<file path="src/rtl/instr_loader.sv">
// Instruction memory loader: zero-fills a 1 KiB instruction memory, then streams a
// length-prefixed, XOR-checksummed program image into it while holding the core in reset.
module instr_loader (
  input  logic       clk,
  input  logic       reset_n,
  input  logic       start,
  input  logic [7:0] rx_data,
  input  logic       rx_valid,
  output logic       rx_ready,
  output logic       mem_we,
  output logic [9:0] mem_addr,
  output logic [7:0] mem_wdata,
  output logic       cpu_hold,
  output logic       busy,
  output logic       done,
  output logic       error,
  output logic [2:0] state_dbg
);

  // Byte stream handshake: a byte transfers on a rising clk edge where rx_valid && rx_ready.
  // rx_ready is a function of state only and never looks at rx_valid; rx_data must be stable
  // while rx_valid is high.

  typedef enum logic [2:0] {
    IDLE   = 3'd0,
    CLEAR  = 3'd1,
    LEN_LO = 3'd2,
    LEN_HI = 3'd3,
    DATA   = 3'd4,
    CHECK  = 3'd5,
    DONE   = 3'd6,
    ERROR  = 3'd7
  } state_t;

  state_t      state;
  state_t      state_nx;

  logic        accept;
  logic [7:0]  len_lo;
  logic [15:0] len_word;
  logic        len_bad;
  logic [8:0]  n_words;
  logic [10:0] byte_count;
  logic [9:0]  idx;
  logic        last_byte;
  logic [7:0]  csum;
  logic        clear_last;

  assign accept     = rx_valid && rx_ready;
  assign len_word   = {rx_data, len_lo};
  assign len_bad    = (len_word == 16'd0) || (len_word > 16'd256);
  assign byte_count = {n_words, 2'b00};
  // 11-bit compare so that N=256 (1024 bytes) ends at index 1023 without wrapping.
  assign last_byte  = (({1'b0, idx} + 11'd1) == byte_count);
  assign clear_last = (mem_addr == 10'd1023);
  assign state_dbg  = state;

  always_ff @(posedge clk or negedge reset_n) begin
    if (!reset_n) begin
      state <= IDLE;
    end else begin
      state <= state_nx;
    end
  end

  always_comb begin
    state_nx = state;
    rx_ready = 1'b0;
    cpu_hold = 1'b0;
    busy     = 1'b0;
    done     = 1'b0;
    error    = 1'b0;
    case (state)
      IDLE: begin
        if (start) state_nx = CLEAR;
      end
      CLEAR: begin
        cpu_hold = 1'b1;
        busy     = 1'b1;
        if (clear_last) state_nx = LEN_LO;
      end
      LEN_LO: begin
        rx_ready = 1'b1;
        cpu_hold = 1'b1;
        busy     = 1'b1;
        if (rx_valid) state_nx = LEN_HI;
      end
      LEN_HI: begin
        rx_ready = 1'b1;
        cpu_hold = 1'b1;
        busy     = 1'b1;
        if (rx_valid) state_nx = len_bad ? ERROR : DATA;
      end
      DATA: begin
        rx_ready = 1'b1;
        cpu_hold = 1'b1;
        busy     = 1'b1;
        if (rx_valid && last_byte) state_nx = CHECK;
      end
      CHECK: begin
        rx_ready = 1'b1;
        cpu_hold = 1'b1;
        busy     = 1'b1;
        if (rx_valid) state_nx = (rx_data == csum) ? DONE : ERROR;
      end
      DONE: begin
        done     = 1'b1;
        state_nx = IDLE;
      end
      ERROR: begin
        error    = 1'b1;
        cpu_hold = 1'b1;
        if (start) state_nx = CLEAR;
      end
      default: state_nx = IDLE;
    endcase
  end

  // Memory port is registered: each write appears the cycle after the edge that caused it.
  always_ff @(posedge clk or negedge reset_n) begin
    if (!reset_n) begin
      mem_we    <= 1'b0;
      mem_addr  <= 10'd0;
      mem_wdata <= 8'd0;
      len_lo    <= 8'd0;
      n_words   <= 9'd0;
      idx       <= 10'd0;
      csum      <= 8'd0;
    end else begin
      mem_we <= 1'b0;
      case (state)
        IDLE, ERROR: begin
          if (start) begin
            mem_we    <= 1'b1;
            mem_addr  <= 10'd0;
            mem_wdata <= 8'd0;
          end
        end
        CLEAR: begin
          if (clear_last) begin
            csum <= 8'd0;
          end else begin
            mem_we   <= 1'b1;
            mem_addr <= mem_addr + 10'd1;
          end
        end
        LEN_LO: begin
          if (accept) len_lo <= rx_data;
        end
        LEN_HI: begin
          if (accept && !len_bad) begin
            n_words <= len_word[8:0];
            idx     <= 10'd0;
          end
        end
        DATA: begin
          if (accept) begin
            mem_we    <= 1'b1;
            mem_addr  <= idx;
            mem_wdata <= rx_data;
            idx       <= idx + 10'd1;
            csum      <= csum ^ rx_data;
          end
        end
        default: ;
      endcase
    end
  end

endmodule

</file>
<file path="config.mk">
export PLATFORM = sky130hd
export DESIGN_NAME = instr_loader
export DESIGN_NICKNAME = d
export VERILOG_FILES = /design/src/rtl/instr_loader.sv
export SDC_FILE = /design/constraint.sdc
export NUM_CORES = 1
export LEC_CHECK = 0
export ABC_AREA = 1
export CAP_MARGIN = 0
export CORE_AREA = 2 2 81 83
export CTS_CLUSTER_DIAMETER = 30
export DETAILED_ROUTE_END_ITERATION = 10
export DIE_AREA = 0 0 83 85
export DONT_BUFFER_PORTS = 1
export GPL_TIMING_DRIVEN = 0
export PLACE_DENSITY = 0.72
export REMOVE_ABC_BUFFERS = 1
export SLEW_MARGIN = 20
export SYNTH_ARGS = -nofsm -noshare
export SYNTH_HDL_FRONTEND = slang
export SYNTH_SLANG_ARGS = --single-unit
</file>
<file path="constraint.sdc">
create_clock -name clk -period 2.5 [get_ports clk]
set_input_delay 0.5 -clock clk [delete_from_list [all_inputs] [get_ports clk]]
set_output_delay 0.5 -clock clk [all_outputs]
set_load 0.1 [all_outputs]
</file>
==> metrics.txt, run 1 <==
FMAX=between 300 and 400 MHz; Synth Register Bits=57; layout cells sized above 1=about a fifth; core area=around 0.0062 sq mm; failing checks=setup timing; fin crit period=roughly 2.5 ns; Die H=roughly 85 um; initial antenna violation count=0; via count=approximately 2800; Syn Area/Cell=between 7 and 8 sq um; Yosys top cell area share=43.6%; # clock sinks=between 50 and 60; status=finished with violations; Async S/R FF share, synth=100%; count leader, synth=nand2_1; yosys warns=0; worst skew pair latency=roughly 0.34 ns; Clock transition at path regs=0.07 ns; initial drt markers=between 150 and 200; Synth Instances=between 400 and 500; Starting Density=~53%; Slowest-stage cell, CP=nor3_4; CP startpoint kind=flop; die area=approximately 0.0071 sq mm; Req. time, crit path=2.77 ns; Final Setup Violations=9; Setup CP Type=reg -> reg; DP Worst Slack=-0.941 ns; first-pass GRT wire length=12.9 mm; Syn-to-layout area delta=14.3%; fin crit share=102%; critical-path maximum fanout=18; TritonCTS clock tree=done; grt total ovfl=0; Crit path largest cell delay=between 0.8 and 0.9 ns; sequential area share after synthesis=approximately 44%; slew of the pin with the lowest slew margin=between 1 and 1.5 ns; CTS root buf=clkbuf_8; DR WL/cell=14.7 um; row cnt=29; Critical Path End Type=flop; H-tree depth=3; setup ws final=-0.0411 ns; total CTS buffers=9; Post-synth EDFFs=0; hpwl dp=approximately 5.2 mm; CTS max path bufs=2; vias in the first global route=~2800; final wirelength=7.72 mm; Vias/cell=5.40; final net count=between 400 and 500; CP Cell Sequence=inv_4 > nor3_4 > nor2_2 > or2_4 > nand3_4 > nand2_8 > buf_4 > o21ai_2; crit path DAT=around 2.8 ns; TritonRoute pass-1 iters=4; largest area contributor in the netlist=dfrtp_1; DIE WIDTH=~83 um; n_diodes=0; synth cell count leaders=nand2_1, dfrtp_1, inv_1, nand3_1, o21ai_1; Port Buffers=0; Placer Congestion=roughly 0.87; slew margin rel.=a little under a third; Main synth FF type=dfrtp_1; DRC=0; Post-DRT Antenna Nets=0; largest net degree at the start of global routing=just under 60; Max Transition Viols Final=0; Layout Utilization=~60%; count of different cell masters after synthesis=36; largest cells by area after synthesis=dfrtp_1, nand2_1, nand3_1, inv_1, o21ai_1; Fin. Hold Viols=0; Hold Crit Class=in -> async; synthesized area=about 0.0033 sq mm; max cap viols=0; unrepaired setup endpoints after global routing=true; GRT Util Overall=22.9%; Fin Clk Skew=a little under 0.009 ns; IO Count=39
[placed cells by master (no fill, tap or decap), types with 2 or more instances in the layout]
cell          n
a21oi_1       2
a21oi_2       2
buf_4        10
clkbuf_8      9
clkinv_4      3
clkinvlp_4    2
dfrtp_1      48
dfrtp_2       4
dfrtp_4       5
ha_1          2
inv_1        43
inv_2         5
inv_4         4
nand2_1     120
nand2_2       8
nand3_1      36
nand3_4       3
nand3b_1      3
nand4_1       8
nor2_1       26
nor2_2        5
nor2_4        5
nor3_1        7
o21ai_0      14
o21ai_1      29
o21ai_2       7
o22ai_1       6
o31ai_1       6
o31ai_2       2
xnor2_1       4
xor2_1        5
[through the flow]
step	hold slack (ns)	cell area, sq um	cells	TNS [ns]
floorplan	0.204	3210	420	-14.69
global placement	0.207	3300	497	-25.46
detailed placement	0.207	3320	498	-26.67
CTS	0.0161	3640	517	-0.618
global route	0.0167	3740	526	-1.73
finish	0.00487	3740	526	-0.162
[path summary, 6_finish.rpt]
path	start	endpoint	slack [ns]	cells past startpoint
worst min-delay path	reset_n	idx[2]	0.005	1
max in group asynchronous	reset_n	state_dbg[2]	2.20	1
worst min register to register	len_lo[3]	len_lo[3]	0.49	2
worst max register to register	state_dbg[0]	mem_addr[3]	-0.04	8
min in group clk	rx_data[4]	mem_wdata[4]	0.31	2
worst max-delay path	state_dbg[0]	mem_addr[3]	-0.04	8
[what timing repair did]
action,CTS,global route
pin swaps,2,5
setup endpoints to repair,58,34
hold buffers,1,0
setup buffers,2,9
hold endpoints to repair,57,0
gates cloned,0,0
resized for setup,28,15
[area by class of cell]
class | instances | area, sq um
timing repair buffer | 13 | 138
clock buffer | 9 | 124
sequential | 57 | 1450
tap | 77 | 96.3
clock inverter | 7 | 55.1
inverter | 52 | 205
multi-input combinational | 311 | 1670
fill | 533 | 2460
[per-layer routing]
metal / global-route usage (%) / up-vias / wire length, um
met2: 38.3 / 75 / 3860
met1: 27.3 / 1315 / 3240
met3: 7.98 / 8 / 516
met4: 8.79 / 0 / 104
met5: 0 / - / 0
li1: - / 1440 / -
[worst max-delay path, delay by kind of cell, from the launching register on]
| kind | cells | cell delay, ns |
|---|---|---|
| AOI/OAI and AO/OA | 1 | 0.09 |
| and+or+nand+nor | 5 | 1.45 |
| buffers and inverters | 2 | 0.23 |
| DFF | 1 | 0.68 |
[cell families (layout without fill, tap and decap cells)]
family                   after synthesis  count (layout)  synth area share [%]
AND/OR/NAND/NOR                      228             228                  31.6
AO/OA/AOI/OAI                         71              71                  13.3
adder cells (fa/ha/maj)                3               3                  1.15
buffers and inverters                 62              81                  7.95
flip-flops                            57              57                  43.6
XOR/XNOR                               9               9                  2.41
[sequential cells by signal (all words and copies together) (netlist names)]
| register | count |
|---|---|
| csum | 8 |
| idx | 10 |
| len_lo | 8 |
| mem_addr | 10 |
| mem_wdata | 8 |
| mem_we | 1 |
| n_words | 9 |
| state_dbg | 3 |
Power of run 1 is not shown: default switching activity piles up to over one toggle a cycle in this logic, so the estimate is an artifact.
==> run 2, diff against run 1 <==
--- a/config.mk
+++ b/config.mk
@@ -7,13 +7,13 @@
 export LEC_CHECK = 0
 export ABC_AREA = 1
 export CAP_MARGIN = 0
-export CORE_AREA = 2 2 81 83
+export CORE_AREA = 2 2 77 79
 export CTS_CLUSTER_DIAMETER = 30
 export DETAILED_ROUTE_END_ITERATION = 10
-export DIE_AREA = 0 0 83 85
+export DIE_AREA = 0 0 79 81
 export DONT_BUFFER_PORTS = 1
 export GPL_TIMING_DRIVEN = 0
-export PLACE_DENSITY = 0.72
+export PLACE_DENSITY = 0.79
 export REMOVE_ABC_BUFFERS = 1
 export SLEW_MARGIN = 20
 export SYNTH_ARGS = -nofsm -noshare
==> run 2 against run 1 <==
The run still ends with setup timing left. First-iteration DRC count is 25% higher. Via count is 5.5% higher. Core utilization is 7.2 points higher.
==> metrics.txt, run 2 (synthesized netlist as in run 1, its figures left out) <==
status=finished with violations (unchanged); failing checks=setup timing (unchanged); Starting Density=57.7% (was 52.8%); FMAX=386 MHz (was 394 MHz); Req. time, crit path=2.75 ns (was 2.77 ns); critical path buffer and inverter count=2 (unchanged); Hold Crit Class=in -> async (unchanged); largest net degree at the start of global routing=58 (unchanged); core area=0.00568 sq mm (was 0.00620 sq mm); worst skew pair latency=0.33 ns (was 0.34 ns); unrepaired setup endpoints after global routing=true (unchanged); Post-DRT Antenna Nets=0 (unchanged); commonest non-fill, non-tap cell in the layout=nand2_1 (unchanged); GRT Util Overall=25.6% (was 22.9%); setup ws final=-0.0889 ns (was -0.0411 ns); Placer Congestion=0.900 (was 0.872); slew of the pin with the lowest slew margin=1.06 ns (was 1.03 ns); Port Buffers=0 (unchanged); grt total ovfl=0 (unchanged); final net count=458 (was 459); Layout Utilization=67.5% (was 60.3%); Final Setup Violations=18 (was 9); first-pass GRT wire length=12.8 mm (was 12.9 mm); DR WL/cell=15.4 um (was 14.7 um); filler cell count=473 (was 533); Max Transition Viols Final=0 (unchanged); slew margin rel.=29.3% (was 31.4%); total CTS buffers=9 (unchanged); # clock sinks=57 (unchanged); CTS root buf=clkbuf_8 (unchanged); CP delay by family, top=simple AND/OR/NAND/NOR gates (unchanged); CP startpoint kind=flop (unchanged); Vias/cell=5.72 (was 5.40); fin crit period=2.59 ns (was 2.54 ns); DRC=0 (unchanged); Critical Path End Type=flop (unchanged); DIE WIDTH=79 um (was 83 um); row cnt=28 (was 29); fin crit share=104% (was 102%); via count=2994 (was 2838); n_diodes=0 (unchanged); largest registers=idx (10), mem_addr (10), n_words (9) (unchanged); H-tree depth=3 (unchanged); crit path DAT=2.84 ns (was 2.81 ns); Setup CP Type=reg -> reg (unchanged); Die H=81 um (was 85 um); vias in the first global route=2935 (was 2774); Syn-to-layout area delta=17.0% (was 14.3%); TritonRoute pass-1 iters=4 (unchanged); max cap viols=0 (unchanged); most frequent cells in the layout=nand2_1, dfrtp_1, inv_1, nand3_1, o21ai_1 (unchanged); Slowest-stage cell, CP=nor3_4 (unchanged); CP Cell Sequence=inv_4 > nor3_4 > nor2_2 > or2_4 > nand3_4 > buf_6 > nand2_8 > a31oi_2 (was inv_4 > nor3_4 > nor2_2 > or2_4 > nand3_4 > nand2_8 > buf_4 > o21ai_2); critical-path maximum fanout=6 (was 18); Fin Clk Skew=0.00795 ns (was 0.00880 ns); initial drt markers=210 (was 168); layout cells sized above 1=17.4% (was 19.4%); initial antenna violation count=0 (unchanged); hpwl dp=5.25 mm (was 5.23 mm); Clock transition at path regs=0.07 ns (about the same); Fin. Hold Viols=0 (unchanged); Crit path largest cell delay=0.88 ns (was 0.84 ns); CTS max path bufs=2 (unchanged); TritonCTS clock tree=done (unchanged); final wirelength=8.07 mm (was 7.72 mm); IO Count=39 (unchanged); die area=0.00640 sq mm (was 0.00706 sq mm)
==> run 2: stage by stage <==
stage | setup TNS [ns] | hold WS (ns) | setup WS (ns) | instances | area (sq um)
2_1_floorplan | -14.69 | 0.204 | -1.34 | 420 | 3210
3_3_place_gp | -25.39 | 0.207 | -1.42 | 495 | 3300
3_5_place_dp | -27.09 | 0.207 | -0.985 | 496 | 3320
4_1_cts | -0.776 | 0.0343 | -0.0767 | 515 | 3690
5_1_grt | -3.06 | 0.0381 | -0.144 | 523 | 3830
6_report | -0.891 | 0.0340 | -0.0889 | 523 | 3830
==> run 2: cell type report <==
cell class                 instances  area (sq um)  area share (%)
clock inverter                     5           128            3.33
tap                               75          93.8            2.45
multi-input combinational        313          1700            44.4
inverter                          52           208            5.42
sequential                        57          1450            37.9
timing repair buffer              10           119            3.10
clock buffer                      11           131            3.43
==> run 2: path summary, 6_finish.rpt <==
path	slack (ns)	cells after the start	end	startpoint
max	-0.09	8	mem_addr[1]	state_dbg[2]
max reg2reg	-0.09	8	mem_addr[1]	state_dbg[2]
min in group clk	0.32	2	mem_wdata[3]	rx_data[3]
min	0.03	1	len_lo[2]	reset_n
max in group asynchronous	2.21	1	state_dbg[1]	reset_n
min reg2reg	0.49	2	len_lo[1]	len_lo[1]
==> run 2: timing repair <==
action	CTS	global route
gates cloned	0	2
hold buffers	1	0
endpoints found under the hold margin	57	0
pin swaps	4	7
endpoints found under the setup margin	59	42
buffers inserted	2	6
gates resized for setup	26	15
==> run 2: per-layer routing <==
metal | vias to the layer above | GRT usage (%) | share of wire [%]
li1 | 1440 | - | -
met1 | 1406 | 30.2 | 41
met3 | 28 | 6.00 | 6.7
met2 | 120 | 44.4 | 50
met5 | - | 0 | 0
met4 | 0 | 11.9 | 2.5
Power of run 2 is left out for the same reason.
==> run 3, diff against run 2 <==
--- a/config.mk
+++ b/config.mk
@@ -5,15 +5,14 @@
 export SDC_FILE = /design/constraint.sdc
 export NUM_CORES = 1
 export LEC_CHECK = 0
-export ABC_AREA = 1
 export CAP_MARGIN = 0
-export CORE_AREA = 2 2 77 79
+export CORE_AREA = 2 2 76 78
 export CTS_CLUSTER_DIAMETER = 30
 export DETAILED_ROUTE_END_ITERATION = 10
-export DIE_AREA = 0 0 79 81
+export DIE_AREA = 0 0 78 80
 export DONT_BUFFER_PORTS = 1
 export GPL_TIMING_DRIVEN = 0
-export PLACE_DENSITY = 0.79
+export PLACE_DENSITY = 0.77
 export REMOVE_ABC_BUFFERS = 1
 export SLEW_MARGIN = 20
 export SYNTH_ARGS = -nofsm -noshare
==> run 3 against run 2 <==
The run now ends clean. Cell count decreased by 18%. Flip-flop and latch count did not move. Non-clock buffer count rose by 3. Global-route usage down 0.20 points. Critical path type is now reg -> out. Critical endpoint is now busy. Largest cell class unchanged. Highest routed layer unchanged.
==> metrics.txt, run 3 <==
hpwl dp=4.87 mm (was 5.25 mm); Final Setup Violations=0 (was 18); DRC=0 (unchanged); yosys warns=0 (unchanged); fin crit share=98.1% (was 104%); Post-Synth Simple-Gate Area=21.0% (was 31.6%); Die H=80 um (was 81 um); Syn-to-layout area delta=14.6% (was 17.0%); mux cell area share after synthesis=6.08% (was 0%); largest family of logic cells by synthesized area=simple AND/OR/NAND/NOR gates (unchanged); CP delay by family, top=flip-flops (was simple AND/OR/NAND/NOR gates); CP startpoint kind=flop (unchanged); TritonCTS clock tree=done (unchanged); Fin. Hold Viols=0 (unchanged); grt total ovfl=0 (unchanged); status=completed (was finished with violations); max cap viols=0 (unchanged); Cell Count, Final, Fillers Out=429 (was 523); unrepaired setup endpoints after global routing=true (unchanged); Hold Slack=0.0150 ns (was 0.0340 ns); Worst VDD drop=between 0.5 and 0.6 mV; GRT Util Overall=25.4% (was 25.6%); Critical Path End Type=primary output (was flop); crit path DAT=1.95 ns (was 2.84 ns); critical-path maximum fanout=15 (was 6); cell-internal power=around 1.7 mW; core area=0.00541 sq mm (was 0.00568 sq mm); Synth Register Bits=57 (unchanged); synthesized area=0.00313 sq mm (was 0.00327 sq mm); CTS max path bufs=2 (unchanged); DR WL/cell=17.1 um (was 15.4 um); Synth Instances=342 (was 430); TritonRoute pass-1 iters=5 (was 4); DP Cell Count=402 (was 496); XOR/XNOR Fraction of Synth Area=6.44% (was 2.41%); Post-DRT Antenna Nets=0 (unchanged); part of the power in registers=between 50% and 60%; sequential area share after synthesis=45.6% (was 43.6%); Crit path largest cell delay=0.69 ns (was 0.88 ns); most frequent cells in the layout=nand2_1, o21ai_0, dfrtp_1, nor2_1, mux2_2 (was nand2_1, dfrtp_1, inv_1, nand3_1, o21ai_1); CTS root buf=clkbuf_8 (unchanged); # clock sinks=57 (unchanged); worst skew pair latency=0.34 ns (was 0.33 ns); combinational cell fraction of total power=16.1%; Slowest-stage cell, CP=dfrtp_4 (was nor3_4); first-pass GRT wire length=12.3 mm (was 12.8 mm); count leader, synth=dfrtp_1 (was nand2_1); critical path buffer and inverter count=1 (was 2); Clock transition at path regs=0.07 ns (about the same); initial antenna violation count=0 (unchanged); die area=0.00624 sq mm (was 0.00640 sq mm); largest area contributor in the netlist=dfrtp_1 (unchanged); slew of the pin with the lowest slew margin=1.01 ns (was 1.06 ns); row cnt=27 (was 28); Compound-Gate Fraction of Synth Area=16.6% (was 13.3%); Starting Density=57.9% (was 57.7%); slew margin rel.=32.5% (was 29.3%); layout cells sized above 1=22.7% (was 17.4%); Vias/cell=6.07 (was 5.72); Yosys top cell area share=45.6% (was 43.6%); Async S/R FF share, synth=100% (unchanged); final wirelength=7.33 mm (was 8.07 mm); fraction of the mapped netlist area in adder cells=1.20% (was 1.15%); count of different cell masters after synthesis=54 (was 36); via count=2605 (was 2994); final net count=367 (was 458); Clk network pwr share=30.4%; Main synth FF type=dfrtp_1 (unchanged); IO Count=39 (unchanged); Placer Congestion=0.853 (was 0.900); largest cells by area after synthesis=dfrtp_1, o21ai_0, nand2_1, mux2_2, xnor2_1 (was dfrtp_1, nand2_1, nand3_1, inv_1, o21ai_1); n_diodes=0 (unchanged); DP Worst Slack=-1.06 ns (was -0.985 ns); leakage=1.46 nW; fin crit period=2.45 ns (was 2.59 ns); DIE WIDTH=78 um (was 79 um); largest net degree at the start of global routing=58 (unchanged); commonest non-fill, non-tap cell in the layout=nand2_1 (unchanged); FMAX=408 MHz (was 386 MHz); Sw Ratio=a little under two fifths; Port Buffers=0 (unchanged); Syn Area/Cell=9.15 sq um (was 7.61 sq um); vias in the first global route=2529 (was 2935); H-tree depth=3 (unchanged); post-route setup TNS=0 ns (was -0.891 ns); CP Cell Sequence=clkinvlp_4 > nand3_2 > nand2_4 (was inv_4 > nor3_4 > nor2_2 > or2_4 > nand3_4 > buf_6 > nand2_8 > a31oi_2); Hold Crit Class=in -> async (unchanged); synth cell count leaders=dfrtp_1, nand2_1, o21ai_0, nor2_1, mux2_2 (was nand2_1, dfrtp_1, inv_1, nand3_1, o21ai_1); Post-synth EDFFs=0 (unchanged); Setup CP Type=reg -> out (was reg -> reg); NetSw=1.04 mW; setup ws final=0.0470 ns (was -0.0889 ns); largest registers=idx (10), mem_addr (10), n_words (9) (unchanged); Power Dens Cells=between 700 and 800 mW/mm^2; Req. time, crit path=2.00 ns (was 2.75 ns); initial drt markers=193 (was 210); Max Transition Viols Final=0 (unchanged); Fin Clk Skew=0.0166 ns (was 0.00795 ns); total CTS buffers=9 (unchanged)
run 3: cell types whose count changed after synthesis, sizes merged, moves of 8 or more:
cell	delta
mux2	+16
xnor2	+9
nand2	-81
inv	-45
clkbuf	+8
nand3	-27
a21oi	+8
run 3: through the flow:
step / total power, mW / area [sq um] / utilization [%]
2_1_floorplan: 1.72 / 3060 / -
3_3_place_gp: 1.81 / 3150 / 58.3
3_5_place_dp: 1.83 / 3180 / 58.8
4_1_cts: 2.72 / 3490 / 64.6
5_1_grt: 2.89 / 3590 / 66.3
6_report: 2.78 / 3590 / 66.3
run 3: kinds of logic after synthesis:
| kind of cell | count (synthesis) |
|---|---|
| xor+xnor | 23 |
| simple gates | 133 |
| buf+inv | 22 |
| flops | 57 |
| fa+ha+maj | 3 |
| mux | 17 |
| compound gates | 87 |
run 3: timing repair:
action / 4_1_cts / 5_1_grt
buffers inserted: 2 / 8
setup endpoints to repair: 48 / 27
pin swaps: 1 / 0
gates resized for setup: 30 / 7
hold buffers: 1 / 0
hold endpoints to repair: 57 / 0
run 3: worst paths after layout:
kind,from,to,slack (ns),cells after the start
min reg2reg,csum[4],csum[4],0.50,1
max reg2reg,state_dbg[2],mem_addr[8],0.10,7
min,reset_n,state_dbg[2],0.02,1
max,state_dbg[2],busy,0.05,3
min in group clk,rx_data[0],n_words[8],0.29,2
max in group asynchronous,reset_n,state_dbg[0],2.20,1
run 3: metal layers:
layer | track usage [%] | part of all wire (%)
met1 | 32.2 | 43
met2 | 42.5 | 49
met3 | 4.19 | 5.1
met4 | 11.9 | 2.0
met5 | 0 | 0
run 3: cell type report:
| class | instances | area (sq um) |
|---|---|---|
| fillers | 447 | 1820 |
| multi-input cells | 263 | 1700 |
| flip-flops and latches | 57 | 1460 |
| clock buffers | 13 | 149 |
| repair buffers | 13 | 111 |
| well taps | 72 | 90.1 |
| clock inverters | 3 | 40.0 |
| inverters | 8 | 37.5 |
run 3: worst reg2reg max path, cell delays in order, from the launching register on:
cell        delay [ns]
dfrtp_4           0.66
clkinvlp_4        0.25
nand3_2           0.31
a31o_2            0.36
and2_2            0.28
inv_2             0.15
o21ai_0           0.10
a22o_1            0.18
run 3: power by group through the flow:
stage	sequential, mW	combinational (mW)	clock, mW
global route	1.50	0.504	0.888
floorplan	1.45	0.271	0
finish	1.49	0.447	0.844
CTS	1.51	0.358	0.855
detailed placement	1.50	0.325	0
global placement	1.50	0.312	0
No activity file was read; power rests on OpenSTA's default activity.
